===== config.mk =====
export PLATFORM = sky130hd
export DESIGN_NAME = spi_duty_cycle_rx
export DESIGN_NICKNAME = d
export VERILOG_FILES = /design/src/rtl/spi_duty_cycle_rx.sv
export SDC_FILE = /design/constraint.sdc
export NUM_CORES = 1
export LEC_CHECK = 0
export ABC_AREA = 1
export CAP_MARGIN = 20
export CORE_MARGIN = 3
export CORE_UTILIZATION = 40
export DETAILED_ROUTE_END_ITERATION = 16
export GPL_ROUTABILITY_DRIVEN = 0
export PLACE_DENSITY = 0.61
export SYNTH_ARGS = -nofsm -noshare
export SYNTH_HDL_FRONTEND = slang
export SYNTH_SLANG_ARGS = --single-unit

===== constraint.sdc =====
create_clock -name clock -period 2.8 [get_ports clock]
set_input_delay 0.42 -clock clock [delete_from_list [all_inputs] [get_ports clock]]
set_output_delay 0.42 -clock clock [all_outputs]
set_load 0.1 [all_outputs]

===== src/rtl/spi_duty_cycle_rx.sv =====
// SPI slave (mode 0, oversampled) that receives motor duty/brake commands and returns a status word.
// Optional watchdog is built when SPI_DUTY_WATCHDOG_EN is defined.
module spi_duty_cycle_rx #(
  parameter int DUTY_CYCLE_WIDTH = 10,
  parameter int DUTY_MAX         = 1023,
  parameter int WATCHDOG_CYCLES  = 1000000
) (
  input  logic                        clock,
  input  logic                        reset_n,
  input  logic                        sck,
  input  logic                        cs_n,
  input  logic                        mosi,
  output logic                        miso,
  output logic                        miso_oe,
  output logic [DUTY_CYCLE_WIDTH-1:0] duty_cycle,
  output logic                        brake,
  output logic                        frame_valid,
  output logic                        frame_err,
  output logic                        timeout
);

  localparam logic [DUTY_CYCLE_WIDTH-1:0] DUTY_MAX_V = DUTY_CYCLE_WIDTH'(DUTY_MAX);
  localparam logic [1:0] OP_NOP   = 2'b00;
  localparam logic [1:0] OP_SET   = 2'b01;
  localparam logic [1:0] OP_BRAKE = 2'b10;
  localparam logic [1:0] OP_RSVD  = 2'b11;
  localparam logic [4:0] CNT_FULL = 5'd16;
  localparam logic [4:0] CNT_SAT  = 5'd17;

  typedef enum logic [1:0] {
    IDLE   = 2'b00,
    SHIFT  = 2'b01,
    COMMIT = 2'b10
  } rxState_e;

  rxState_e state;
  rxState_e nextState;

  logic [2:0]                  sckSync;
  logic [2:0]                  csSync;
  logic [1:0]                  mosiSync;
  logic                        sckRise;
  logic                        sckFall;
  logic                        csFall;
  logic                        csRise;
  logic                        mosiBit;
  logic [15:0]                 rxShift;
  logic [15:0]                 txShift;
  logic [15:0]                 statusWord;
  logic [4:0]                  bitCnt;
  logic [1:0]                  opcode;
  logic [DUTY_CYCLE_WIDTH-1:0] frameDuty;
  logic [DUTY_CYCLE_WIDTH-1:0] clampedDuty;
  logic                        commitValid;
  logic                        commitBad;
  logic                        wdExpired;

  // Pin synchronizers; the third stage of sck/cs_n feeds edge detection.
  always_ff @(posedge clock or negedge reset_n) begin
    if (!reset_n) begin
      sckSync  <= 3'b000;
      csSync   <= 3'b111;
      mosiSync <= 2'b00;
    end else begin
      sckSync  <= {sckSync[1:0], sck};
      csSync   <= {csSync[1:0], cs_n};
      mosiSync <= {mosiSync[0], mosi};
    end
  end

  assign sckRise = sckSync[1] & ~sckSync[2];
  assign sckFall = ~sckSync[1] & sckSync[2];
  assign csFall  = ~csSync[1] & csSync[2];
  assign csRise  = csSync[1] & ~csSync[2];
  assign mosiBit = mosiSync[1];

  // Frame decode, commit qualification and duty clamp.
  always_comb begin
    opcode      = rxShift[15:14];
    frameDuty   = DUTY_CYCLE_WIDTH'(rxShift[9:0]);
    statusWord  = {timeout, frame_err, brake, 3'b000, 10'(duty_cycle)};
    commitValid = 1'b0;
    commitBad   = 1'b0;
    if (state == COMMIT) begin
      if ((bitCnt == CNT_FULL) && (opcode != OP_RSVD)) begin
        commitValid = 1'b1;
      end else begin
        commitBad = 1'b1;
      end
    end else begin
      commitValid = 1'b0;
      commitBad   = 1'b0;
    end
    if (frameDuty > DUTY_MAX_V) begin
      clampedDuty = DUTY_MAX_V;
    end else begin
      clampedDuty = frameDuty;
    end
  end

  // Receive FSM state register.
  always_ff @(posedge clock or negedge reset_n) begin
    if (!reset_n) begin
      state <= IDLE;
    end else begin
      state <= nextState;
    end
  end

  // Receive FSM next-state logic.
  always_comb begin
    nextState = state;
    case (state)
      IDLE: begin
        if (csFall) begin
          nextState = SHIFT;
        end else begin
          nextState = IDLE;
        end
      end
      SHIFT: begin
        if (csRise) begin
          nextState = COMMIT;
        end else begin
          nextState = SHIFT;
        end
      end
      COMMIT:  nextState = IDLE;
      default: nextState = IDLE;
    endcase
  end

  // Shift registers, bit counter and MISO drive.
  always_ff @(posedge clock or negedge reset_n) begin
    if (!reset_n) begin
      bitCnt  <= 5'd0;
      rxShift <= 16'h0000;
      txShift <= 16'h0000;
      miso    <= 1'b0;
      miso_oe <= 1'b0;
    end else begin
      miso_oe <= ~csSync[1];
      miso    <= (state == SHIFT) ? txShift[15] : 1'b0;
      case (state)
        IDLE: begin
          if (csFall) begin
            bitCnt  <= 5'd0;
            txShift <= statusWord;
          end
        end
        SHIFT: begin
          if (sckRise) begin
            rxShift <= {rxShift[14:0], mosiBit};
            // Saturate so over-long frames stay distinguishable from 16-bit ones.
            bitCnt  <= (bitCnt >= CNT_SAT) ? CNT_SAT : bitCnt + 5'd1;
          end
          if (sckFall) begin
            txShift <= {txShift[14:0], 1'b0};
          end
        end
        default: begin
        end
      endcase
    end
  end

  // Command outputs; a valid commit takes priority over watchdog expiry.
  always_ff @(posedge clock or negedge reset_n) begin
    if (!reset_n) begin
      duty_cycle  <= {DUTY_CYCLE_WIDTH{1'b0}};
      brake       <= 1'b1;
      frame_valid <= 1'b0;
      frame_err   <= 1'b0;
    end else begin
      frame_valid <= commitValid;
      if (commitBad) begin
        frame_err <= 1'b1;
      end
      if (commitValid) begin
        case (opcode)
          OP_SET: begin
            duty_cycle <= clampedDuty;
            brake      <= 1'b0;
          end
          OP_BRAKE: begin
            duty_cycle <= {DUTY_CYCLE_WIDTH{1'b0}};
            brake      <= 1'b1;
          end
          OP_NOP: begin
          end
          default: begin
          end
        endcase
      end else if (wdExpired) begin
        duty_cycle <= {DUTY_CYCLE_WIDTH{1'b0}};
        brake      <= 1'b1;
      end
    end
  end

`ifdef SPI_DUTY_WATCHDOG_EN
  localparam int WD_W = $clog2(WATCHDOG_CYCLES + 1);
  localparam logic [WD_W-1:0] WD_LOAD = WD_W'(WATCHDOG_CYCLES);

  logic [WD_W-1:0] wdCnt;

  // Watchdog countdown; any committed frame reloads it, only SET_DUTY clears timeout.
  always_ff @(posedge clock or negedge reset_n) begin
    if (!reset_n) begin
      wdCnt   <= WD_LOAD;
      timeout <= 1'b0;
    end else if (commitValid) begin
      wdCnt <= WD_LOAD;
      if (opcode == OP_SET) begin
        timeout <= 1'b0;
      end
    end else if (wdCnt == {WD_W{1'b0}}) begin
      timeout <= 1'b1;
    end else begin
      wdCnt <= wdCnt - WD_W'(1);
    end
  end

  assign wdExpired = (wdCnt == {WD_W{1'b0}});
`else
  assign wdExpired = 1'b0;
  assign timeout   = 1'b0;
`endif

endmodule

==> results.txt <==
drt pass-1 iters = 4
classification of the worst-slack hold path = in -> async
leakage power figure = 1.48 nW
power density of the placed cells = 771 nW/um^2
Critical Path RT = 3.05 ns
leading post-synthesis cells by instance count = sky130_fd_sc_hd__nand2_1, sky130_fd_sc_hd__dfrtp_1, sky130_fd_sc_hd__inv_1, sky130_fd_sc_hd__o21ai_0, sky130_fd_sc_hd__o21ai_2
flip-flop cell with the highest count after synthesis = sky130_fd_sc_hd__dfrtp_1
Cell variety after synth = 25
clock root buffer = sky130_fd_sc_hd__clkbuf_8
CP startpoint = state[0]
via count of the first global-routing pass = 1742
number of standard cells in the layout, taps in and fillers out = 385
register-to-register path setup slack = 0.82 ns
startpoint type of the worst setup path = flip-flop
overflow left after global routing = 0
RSZ-0062 raised after global routing = false
Slew Viols, Final = 0
share of synthesized flip-flops with an asynchronous set or reset = 1.00
filler instances = 617
area of the core region = 6390 sq um
# hold bufs at CTS = 0
drt total wl = 4510 um
final standard cell utilization of the core = 0.479
FF+latch count, synth = 62
post-CTS sizing = 0
mean number of vias per cell = 4.65
Tightest Pin Transition = 0.806 ns
initial standard-cell utilization of the core = 0.417
detailed router's first-iteration violation count = 50
Setup crit end kind = flip-flop
HPWL after DPL = 3050 um
largest net degree at the start of global routing = 38
number of port buffers = 19
Peak Freq = 0.506 GHz
final cycle utilization of the critical path = 0.706
largest area contributor in the netlist = sky130_fd_sc_hd__dfrtp_1
average instance area after synthesis = 9.41 sq um
critical setup path kind = reg -> reg
status = complete, no violations
number of synthesis warnings = 0
final critical delay including setup and external delays = 1.98 ns
share of layout cells above drive strength 1 = 0.205
GRT Total Usage = 0.139
proportion of netlist area held by the largest area contributor = 0.545
number of post-CTS setup repair buffers = 0
register area share after synthesis = 0.584
RR Startpoint = state[0]
main area contributors after synthesis = sky130_fd_sc_hd__dfrtp_1, sky130_fd_sc_hd__nand2_1, sky130_fd_sc_hd__o21ai_2, sky130_fd_sc_hd__o21ai_0, sky130_fd_sc_hd__dfstp_2
final design area excluding fillers = 3060 sq um
final setup TNS = 0 ns
number of routed nets with antenna violations = 0
number of CTS-inserted buffers = 9
TritonCTS clock tree = done
hold violation count in the final report = 0
syn nets = 293
area of placed instances = 2830 sq um
routed len/inst = 11.7 um
width of the die = 87.6 um
leading cell type by number of instances after synthesis = sky130_fd_sc_hd__nand2_1
cell row count = 29
I/O pin count = 21
data arrival time of the critical path = 2.23 ns
Worst Clk Skew = 0.00964 ns
clock input transition at the sequential cells of the worst setup and hold paths = 0.07 ns
DRC viols = 0
synthesized netlist cell count = 283
maximum vdd ir drop = 0.359 mV
total instance count after detailed placement = 369
Worst Hold Slack = 0.173 ns
y dimension of the die = 87.6 um
number of setup violations in the final report = 0
reported max-cap violation count = 0
clock insertion delay at the later pin of the skew report = 0.33 ns
Max clock buf depth = 2
net count reported at finish = 313
Netlist Area Pre-Place = 2660 sq um
full die area = 7670 sq um
remaining max-slew budget at the tightest pin = 0.463
clock tree sinks = 62
antenna violations before repair = 0
via count = 1791
first-pass GRT wire length = 8190 um
maximum net fanout on the critical path = 20
number of enable-type register cells in the synthesized netlist = 0
final antenna diode count = 0
Max H-tree Level = 3
P&R area growth vs syn = 14.8%
-- where the power goes --
group	switching, mW	internal (mW)
Combinational	0.259	0.110
Clock	0.338	0.574
Sequential	0.0773	1.00
-- flip-flops by register name, indices dropped and copies added, names as in the netlist --
| name | cells |
|---|---|
| txShift | 16 |
| rxShift | 16 |
| brake | 1 |
| mosiSync | 2 |
| bitCnt | 5 |
| state | 2 |
| csSync | 3 |
| miso_oe | 1 |
| frame_valid | 1 |
| miso | 1 |
| frame_err | 1 |
| duty_cycle | 10 |
| sckSync | 3 |
-- cell families (layout without fill, tap and decap cells) --
family | Yosys count | count (layout) | share of synthesized area
adders and majority gates | 5 | 5 | 0.0235
xor gates and xnor gates | 2 | 2 | 0.00658
AOI/OAI and AO/OA | 49 | 49 | 0.117
and+or+nand+nor | 121 | 121 | 0.184
other | 1 | 1 | 0.00141
buffers and inverters | 43 | 68 | 0.0831
DFF | 62 | 62 | 0.584
-- worst max-delay path, stage by stage, from the launching register on --
cell and delay (ns):
sky130_fd_sc_hd__dfrtp_1 0.42, sky130_fd_sc_hd__inv_1 0.07, sky130_fd_sc_hd__nor2_2 0.30, sky130_fd_sc_hd__nand2_1 0.47, sky130_fd_sc_hd__inv_2 0.41, sky130_fd_sc_hd__o21ai_0 0.14
sky130_fd_sc_hd__o21ai_0 0.09
-- through the flow --
step	total power, mW	setup WS (ns)
2_1_floorplan	1.38	1.41
3_3_place_gp	1.46	0.883
3_5_place_dp	1.47	0.837
4_1_cts	2.38	0.788
5_1_grt	2.49	0.503
6_report	2.36	0.824
-- cells in the final DEF (no fill, tap or decap) --
cell type	instances
sky130_fd_sc_hd__bufinv_16	2
sky130_fd_sc_hd__clkinv_2	1
sky130_fd_sc_hd__o21ai_2	16
sky130_fd_sc_hd__dfstp_2	4
sky130_fd_sc_hd__nand2_2	1
sky130_fd_sc_hd__a21oi_1	3
sky130_fd_sc_hd__inv_1	27
sky130_fd_sc_hd__nand3_1	12
sky130_fd_sc_hd__conb_1	1
sky130_fd_sc_hd__a21o_1	1
sky130_fd_sc_hd__clkdlybuf4s50_1	3
sky130_fd_sc_hd__buf_2	1
sky130_fd_sc_hd__nor2_2	3
sky130_fd_sc_hd__ha_1	5
sky130_fd_sc_hd__buf_4	19
sky130_fd_sc_hd__inv_2	2
sky130_fd_sc_hd__clkbuf_8	12
sky130_fd_sc_hd__clkbuf_1	1
sky130_fd_sc_hd__nand3_2	1
sky130_fd_sc_hd__nor2_1	8
sky130_fd_sc_hd__nand2_1	93
sky130_fd_sc_hd__nand4_1	1
sky130_fd_sc_hd__o21ai_0	25
sky130_fd_sc_hd__nor3_1	2
sky130_fd_sc_hd__a21oi_2	1
sky130_fd_sc_hd__dfrtp_1	58
sky130_fd_sc_hd__o21ai_1	3
sky130_fd_sc_hd__xor2_1	2
-- worst paths after layout --
check / endpoint / cells after the start
worst min-delay path: txShift[6] / 1
max in group asynchronous: bitCnt[3] / 2
min in group clock: csSync[1] / 0
worst min register to register: csSync[1] / 0
worst max-delay path: bitCnt[0] / 6
worst max register to register: bitCnt[0] / 6
-- routing by layer --
layer	track usage	up-vias	part of all wire
met5	0	-	0
met4	0.0837	0	0.025
met3	0.0320	10	0.030
met2	0.197	20	0.43
met1	0.192	833	0.51
li1	-	928	-
-- area by class of cell --
| cell class | count | area (sq um) | share of cell area |
|---|---|---|---|
| multi-input combinational | 178 | 886 | 0.290 |
| timing repair buffer | 23 | 178 | 0.0581 |
| clock buffer | 13 | 169 | 0.0552 |
| tap | 77 | 96.3 | 0.0315 |
| inverter | 29 | 109 | 0.0356 |
| clock inverter | 3 | 65.1 | 0.0213 |
| sequential | 62 | 1560 | 0.509 |
Note: power is estimated with default switching activity, not from simulation.
